**config.mk**
```make
export PLATFORM = sky130hd
export DESIGN_NAME = axis_fifo_buffer
export DESIGN_NICKNAME = d
export VERILOG_FILES = /design/src/rtl/axis_pkg.sv /design/src/rtl/axis_fifo_mem.sv /design/src/rtl/axis_fifo_buffer.sv
export SDC_FILE = /design/constraint.sdc
export NUM_CORES = 1
export LEC_CHECK = 0
export ABC_AREA = 1
export BUFFER_PORTS_ARGS = -buffer_cell sky130_fd_sc_hd__clkbuf_2
export CAP_MARGIN = 10
export CORE_MARGIN = 8
export CORE_UTILIZATION = 54
export CTS_CLUSTER_DIAMETER = 60
export DETAILED_ROUTE_END_ITERATION = 7
export PLACE_DENSITY = 0.78
export RECOVER_POWER = 25
export REMOVE_ABC_BUFFERS = 1
export SYNTH_ARGS = -nofsm -noshare
export SYNTH_HDL_FRONTEND = slang
export SYNTH_HIERARCHICAL = 1
export SYNTH_SLANG_ARGS = --single-unit
export TNS_END_PERCENT = 10
```
**constraint.sdc**
```tcl
create_clock -name clk -period 2.2 [get_ports clk]
set_input_delay 0.33 -clock clk [delete_from_list [all_inputs] [get_ports clk]]
set_output_delay 0.33 -clock clk [all_outputs]
set_load 0.02 [all_outputs]
```
**src/rtl/axis_pkg.sv**
```systemverilog
// Shared helpers for the AXI4-Stream buffer: derived widths and the
// bit layout of one stored beat {tlast, tkeep, tdata}.
package axis_pkg;

    localparam int DATA_LSB = 0;

    function automatic int keep_w(input int data_w);
        return data_w / 8;
    endfunction

    function automatic int cnt_w(input int depth);
        return $clog2(depth) + 1;
    endfunction

    function automatic int keep_lsb(input int data_w);
        return DATA_LSB + data_w;
    endfunction

    function automatic int last_bit(input int data_w);
        return keep_lsb(data_w) + keep_w(data_w);
    endfunction

    function automatic int beat_w(input int data_w);
        return data_w + keep_w(data_w) + 1;
    endfunction

endpackage

```
**src/rtl/axis_fifo_mem.sv**
```systemverilog
// DEPTH x WIDTH flop array with one write port and one combinational
// read port; every entry clears on asynchronous reset.
module axis_fifo_mem #(
    parameter int WIDTH = 37,
    parameter int DEPTH = 4
) (
    input  logic                     clk,
    input  logic                     reset_n,
    input  logic                     i_we,
    input  logic [$clog2(DEPTH)-1:0] i_waddr,
    input  logic [WIDTH-1:0]         i_wdata,
    input  logic [$clog2(DEPTH)-1:0] i_raddr,
    output logic [WIDTH-1:0]         o_rdata
);

    logic [WIDTH-1:0] r_mem [DEPTH];

    always_ff @(posedge clk or negedge reset_n) begin
        if (!reset_n) begin
            for (int i = 0; i < DEPTH; i++) begin
                r_mem[i] <= '0;
            end
        end else if (i_we) begin
            r_mem[i_waddr] <= i_wdata;
        end
    end

    assign o_rdata = r_mem[i_raddr];

endmodule

```
**src/rtl/axis_fifo_buffer.sv**
```systemverilog
// AXI4-Stream elastic buffer: wrap-bit pointers over a flop array, an
// explicit level counter, and registered tready / almost_full.
module axis_fifo_buffer
    import axis_pkg::*;
#(
    parameter int DATA_W       = 32,
    parameter int DEPTH        = 4,
    parameter int AFULL_THRESH = 3
) (
    input  logic                        clk,
    input  logic                        reset_n,
    input  logic                        clr,
    input  logic [DATA_W-1:0]           s_axis_tdata,
    input  logic [keep_w(DATA_W)-1:0]   s_axis_tkeep,
    input  logic                        s_axis_tlast,
    input  logic                        s_axis_tvalid,
    output logic                        s_axis_tready,
    output logic [DATA_W-1:0]           m_axis_tdata,
    output logic [keep_w(DATA_W)-1:0]   m_axis_tkeep,
    output logic                        m_axis_tlast,
    output logic                        m_axis_tvalid,
    input  logic                        m_axis_tready,
    output logic [cnt_w(DEPTH)-1:0]     level,
    output logic                        almost_full
);

    localparam int KEEP_W   = keep_w(DATA_W);
    localparam int CNT_W    = cnt_w(DEPTH);
    localparam int PTR_W    = $clog2(DEPTH);
    localparam int BEAT_W   = beat_w(DATA_W);
    localparam int KEEP_LSB = keep_lsb(DATA_W);
    localparam int LAST_BIT = last_bit(DATA_W);

    localparam logic [CNT_W-1:0] LVL_FULL  = CNT_W'(DEPTH);
    localparam logic [CNT_W-1:0] LVL_AFULL = CNT_W'(AFULL_THRESH);
    localparam logic [CNT_W-1:0] LVL_ONE   = {{(CNT_W-1){1'b0}}, 1'b1};
    localparam logic [PTR_W:0]   PTR_ONE   = {{PTR_W{1'b0}}, 1'b1};

    logic [PTR_W:0]     r_wr_ptr;
    logic [PTR_W:0]     r_rd_ptr;
    logic [CNT_W-1:0]   r_level;
    logic               r_tready;
    logic               r_afull;

    logic [PTR_W:0]     w_wr_ptr_nxt;
    logic [PTR_W:0]     w_rd_ptr_nxt;
    logic [CNT_W-1:0]   w_level_nxt;
    logic               w_empty;
    logic               w_full;
    logic               w_push;
    logic               w_pop;
    logic               w_we;
    logic [BEAT_W-1:0]  w_wbeat;
    logic [BEAT_W-1:0]  w_rbeat;

    // Valid/ready: a beat moves on a rising edge where valid and ready are
    // both high. tready comes from a register, so the source side never sees
    // a combinational path from m_axis_tready.
    assign w_empty = (r_wr_ptr == r_rd_ptr);
    assign w_full  = (r_wr_ptr[PTR_W] != r_rd_ptr[PTR_W]) &&
                     (r_wr_ptr[PTR_W-1:0] == r_rd_ptr[PTR_W-1:0]);
    assign w_push  = s_axis_tvalid & r_tready;
    assign w_pop   = ~w_empty & m_axis_tready;
    assign w_we    = w_push & ~clr;

    always_comb begin
        w_wr_ptr_nxt = r_wr_ptr;
        w_rd_ptr_nxt = r_rd_ptr;
        w_level_nxt  = r_level;
        if (clr) begin
            w_wr_ptr_nxt = '0;
            w_rd_ptr_nxt = '0;
            w_level_nxt  = '0;
        end else begin
            if (w_push) begin
                w_wr_ptr_nxt = r_wr_ptr + PTR_ONE;
            end
            if (w_pop) begin
                w_rd_ptr_nxt = r_rd_ptr + PTR_ONE;
            end
            case ({w_push, w_pop})
                2'b10:   w_level_nxt = r_level + LVL_ONE;
                2'b01:   w_level_nxt = r_level - LVL_ONE;
                default: w_level_nxt = r_level;
            endcase
        end
    end

    always_ff @(posedge clk or negedge reset_n) begin
        if (!reset_n) begin
            r_wr_ptr <= '0;
            r_rd_ptr <= '0;
            r_level  <= '0;
            r_tready <= 1'b0;
            r_afull  <= 1'b0;
        end else begin
            r_wr_ptr <= w_wr_ptr_nxt;
            r_rd_ptr <= w_rd_ptr_nxt;
            r_level  <= w_level_nxt;
            r_tready <= (w_level_nxt < LVL_FULL);
            r_afull  <= (w_level_nxt >= LVL_AFULL);
        end
    end

    always_comb begin
        w_wbeat                        = '0;
        w_wbeat[DATA_LSB +: DATA_W]    = s_axis_tdata;
        w_wbeat[KEEP_LSB +: KEEP_W]    = s_axis_tkeep;
        w_wbeat[LAST_BIT]              = s_axis_tlast;
    end

    axis_fifo_mem #(
        .WIDTH (BEAT_W),
        .DEPTH (DEPTH)
    ) u_mem (
        .clk     (clk),
        .reset_n (reset_n),
        .i_we    (w_we),
        .i_waddr (r_wr_ptr[PTR_W-1:0]),
        .i_wdata (w_wbeat),
        .i_raddr (r_rd_ptr[PTR_W-1:0]),
        .o_rdata (w_rbeat)
    );

    assign m_axis_tdata  = w_rbeat[DATA_LSB +: DATA_W];
    assign m_axis_tkeep  = w_rbeat[KEEP_LSB +: KEEP_W];
    assign m_axis_tlast  = w_rbeat[LAST_BIT];
    assign m_axis_tvalid = ~w_empty;
    assign s_axis_tready = r_tready;
    assign level         = r_level;
    assign almost_full   = r_afull;

    // The pointer view and the counter view of occupancy must always agree.
    a_level_range: assert property (@(posedge clk) disable iff (!reset_n)
        r_level <= LVL_FULL);
    a_empty_level: assert property (@(posedge clk) disable iff (!reset_n)
        w_empty == (r_level == '0));
    a_full_level: assert property (@(posedge clk) disable iff (!reset_n)
        w_full == (r_level == LVL_FULL));

endmodule
```
==> out/summary.md <==
Layout
• nets: 1259
• share of cells above drive strength 1: 0.135
• post-layout instance area: 9520 um2
• leading cell types in the layout, fill and taps excluded: 463 x nand2_1, 195 x inv_1, 155 x dfrtp_1
• Filler Cells Inserted: 1351
• final standard cell utilization of the core: 0.629
• antenna cells: 0
• commonest non-fill, non-tap cell in the layout: nand2_1
• layout-stage area growth over the synthesis result: 14.2%

Yosys
• portion of the post-synthesis area used by sequential elements: 0.477
• count of unique library cells instantiated by Yosys: 23
• main area contributors after synthesis: dfrtp_1 48%, nand2_1 21%, inv_1 9.0%, nand3_1 7.0%, nand4_1 5.8%
• number of standard cells after synthesis: 1153
• portion of synthesized cell area occupied by the leading cell type: 0.477
• Avg Inst Size Synth: 7.23 um2
• cell area after synthesis: 8330 um2
• most area-hungry cell type in the Yosys netlist: dfrtp_1
• number of synthesized register bits: 159
• yosys warns: 6

Floorplan
• vertical extent of the die: 140 um
• Top-Level Pins: 85
• starting density of the core: 0.550
• x dimension of the die: 140 um
• core area: 15100 um2
• DIE AREA: 19700 um2
• num rows: 45

Timing
• Final Hold Fails: 0
• Setup violations, final: 0
• final period demand of the worst path: 2.11 ns
• pin slew with the least headroom to its limit: 0.982 ns
• headroom to the max-slew limit: 0.346
• Post-Route Setup TNS: 0 ns
• maximum achievable frequency: 474 MHz
• post-layout worst setup margin: 0.0920 ns
• unrepaired setup endpoints after global routing: true
• final worst clock skew: 0.00817 ns
• post-route fraction of the period consumed by the critical path: 0.958
• max-slew violation count: 0

Drt
• detail-routed net length per standard cell: 15.1 um
• first-pass iteration count of the detailed router: 5
• via count normalized by instance count: 5.23
• DRC violation count after routing: 0
• DR iter-0 viols: 649
• post-route ant nets: 0
• detailed-route via count: 7389
• wire length reported by the detailed router: 21400 um

Worst hold path
• hold crit path type: primary input to flop
• end of the worst hold path: u_mem/r_mem[34]
• cell count of the worst hold path: 3
• worst min-delay path startpoint: s_axis_tkeep[2]

Global route
• overall overflow remaining after global route: 0
• global-route total usage across every layer: 0.227
• vias in the first global route: 7358
• number of antenna violations at the first check in global routing: 0
• wire length of the first global-routing pass: 36400 um
• largest net degree at the start of global routing: 88

Setup path
• Crit. End Element: primary output
• Critical Path RT: 1.87 ns
• launch instance of the worst register-to-register path: r_rd_ptr[0]
• Critical Setup Path Class: flop to primary output
• category of the worst setup path launch point: flop
• endpoint of the worst register-to-register path: almost_full
• Worst Reg2Reg Path Length in Cells: 14
• peak fanout along the critical path: 40
• minimum setup slack among reg-to-reg paths: 0.20 ns
• WP data arrival: 1.78 ns

Clock network
• CTS clk-pin slew, worst paths: 0.06 ns
• clock latency reported for the late side of the worst-skew pair: 0.43 ns
• Root Buffer Master: clkbuf_16
• CTS sink count: 159
• Num CTS Buffers: 17
• maximum level of the CTS H-tree: 4
• CTS tree: built
• maximum buffer depth of the clock tree: 2

Pwr
• final total power: 12.3 mW
• static leakage: 5.45 nW
• total power per unit cell area: 1300 nW/um2
• highest ir drop seen on vdd: 678 uV

Place
• estimated wirelength of the detail-placed design: 12600 um
• Port Buffer Count: 84
• pre-CTS setup slack: 0.104 ns
• post-detailed-placement cell area: 8920 um2
• Routability Congestion: 0.783

Job
• Max-cap violations: 0

Status
• result of the run: finished, final reports clean

[synthesized netlist by cell type]
| cell | n |
|---|---|
| a21oi_1 | 1 |
| buf_1 | 3 |
| buf_2 | 51 |
| buf_4 | 9 |
| buf_6 | 7 |
| clkbuf_1 | 4 |
| dfrtp_1 | 159 |
| fa_1 | 1 |
| ha_1 | 3 |
| inv_1 | 199 |
| inv_2 | 1 |
| nand2_1 | 463 |
| nand2_2 | 2 |
| nand3_1 | 117 |
| nand3_2 | 3 |
| nand4_1 | 77 |
| nor2_1 | 9 |
| nor3_1 | 1 |
| o21ai_0 | 9 |
| o21ai_1 | 31 |
| o21ai_2 | 1 |
| xnor2_1 | 1 |
| xor2_1 | 1 |
[timing repair]
action,CTS,global route
resized for setup,4,13
endpoints found under the hold margin,35,0
pin swaps,0,3
setup endpoints to repair,37,39
gates cloned,0,0
hold buffers,1,0
buffers inserted,0,1
[report_power, final]
| part | internal (mW) | switching [mW] | total [mW] | leakage (nW) |
|---|---|---|---|---|
| clock network | 1.68 | 1.18 | 2.86 | 0.286 |
| registers | 4.08 | 0.637 | 4.72 | 2.05 |
| logic | 1.63 | 3.14 | 4.77 | 3.12 |
[worst max-delay path: stages, from the launching register on]
cell      delay [ns]
dfrtp_2         0.44
buf_8           0.20
inv_4           0.12
buf_8           0.18
nand3_1         0.12
nand2_1         0.09
clkbuf_2        0.17
[layer usage]
metal	wire [um]	up-vias	track usage
li1	-	3659	-
met1	9270	3475	0.286
met2	10400	236	0.377
met3	1490	19	0.0574
met4	245	0	0.0640
met5	0	-	0
[registers in the layout, summed over array words and instances, names as in the netlist]
| signal | flops |
|---|---|
| almost_full | 1 |
| level | 3 |
| u_mem/r_mem | 148 |
| s_axis_tready | 1 |
| r_rd_ptr | 3 |
| r_wr_ptr | 3 |
[per-stage QoR]
step	hold WS, ns	std cells
CTS	0.153	1413
detailed placement	0.266	1380
floorplan	0.0344	1079
global placement	0.267	1380
global route	0.169	1414
finish	0.169	1414
[kinds of logic after synthesis]
family / Yosys count / synth area share
DFF: 159 / 0.477
xor gates and xnor gates: 2 / 0.00210
buffers and inverters: 274 / 0.141
AOI/OAI and AO/OA: 42 / 0.0257
and+or+nand+nor: 672 / 0.346
adders and majority gates: 4 / 0.00691
[worst max path at each step]
| stage | to | from | cells past startpoint |
|---|---|---|---|
| global route | m_axis_tdata[1] | r_rd_ptr[0] | 6 |
| CTS | m_axis_tdata[22] | r_rd_ptr[0] | 5 |
| finish | m_axis_tkeep[3] | r_rd_ptr[1] | 6 |
| global placement | almost_full | r_rd_ptr[0] | 14 |
| floorplan | u_mem/r_mem[0] | s_axis_tready | 4 |
| detailed placement | almost_full | r_rd_ptr[0] | 14 |
[layout make-up]
class,count,area (um2),area share
flip-flops and latches,159,3980,0.418
multi-input cells,720,3220,0.338
repair buffers,115,766,0.0804
inverters,200,753,0.0791
clock buffers,19,443,0.0465
well taps,188,235,0.0247
clock inverters,13,121,0.0127
(Power assumes the default switching activity.)
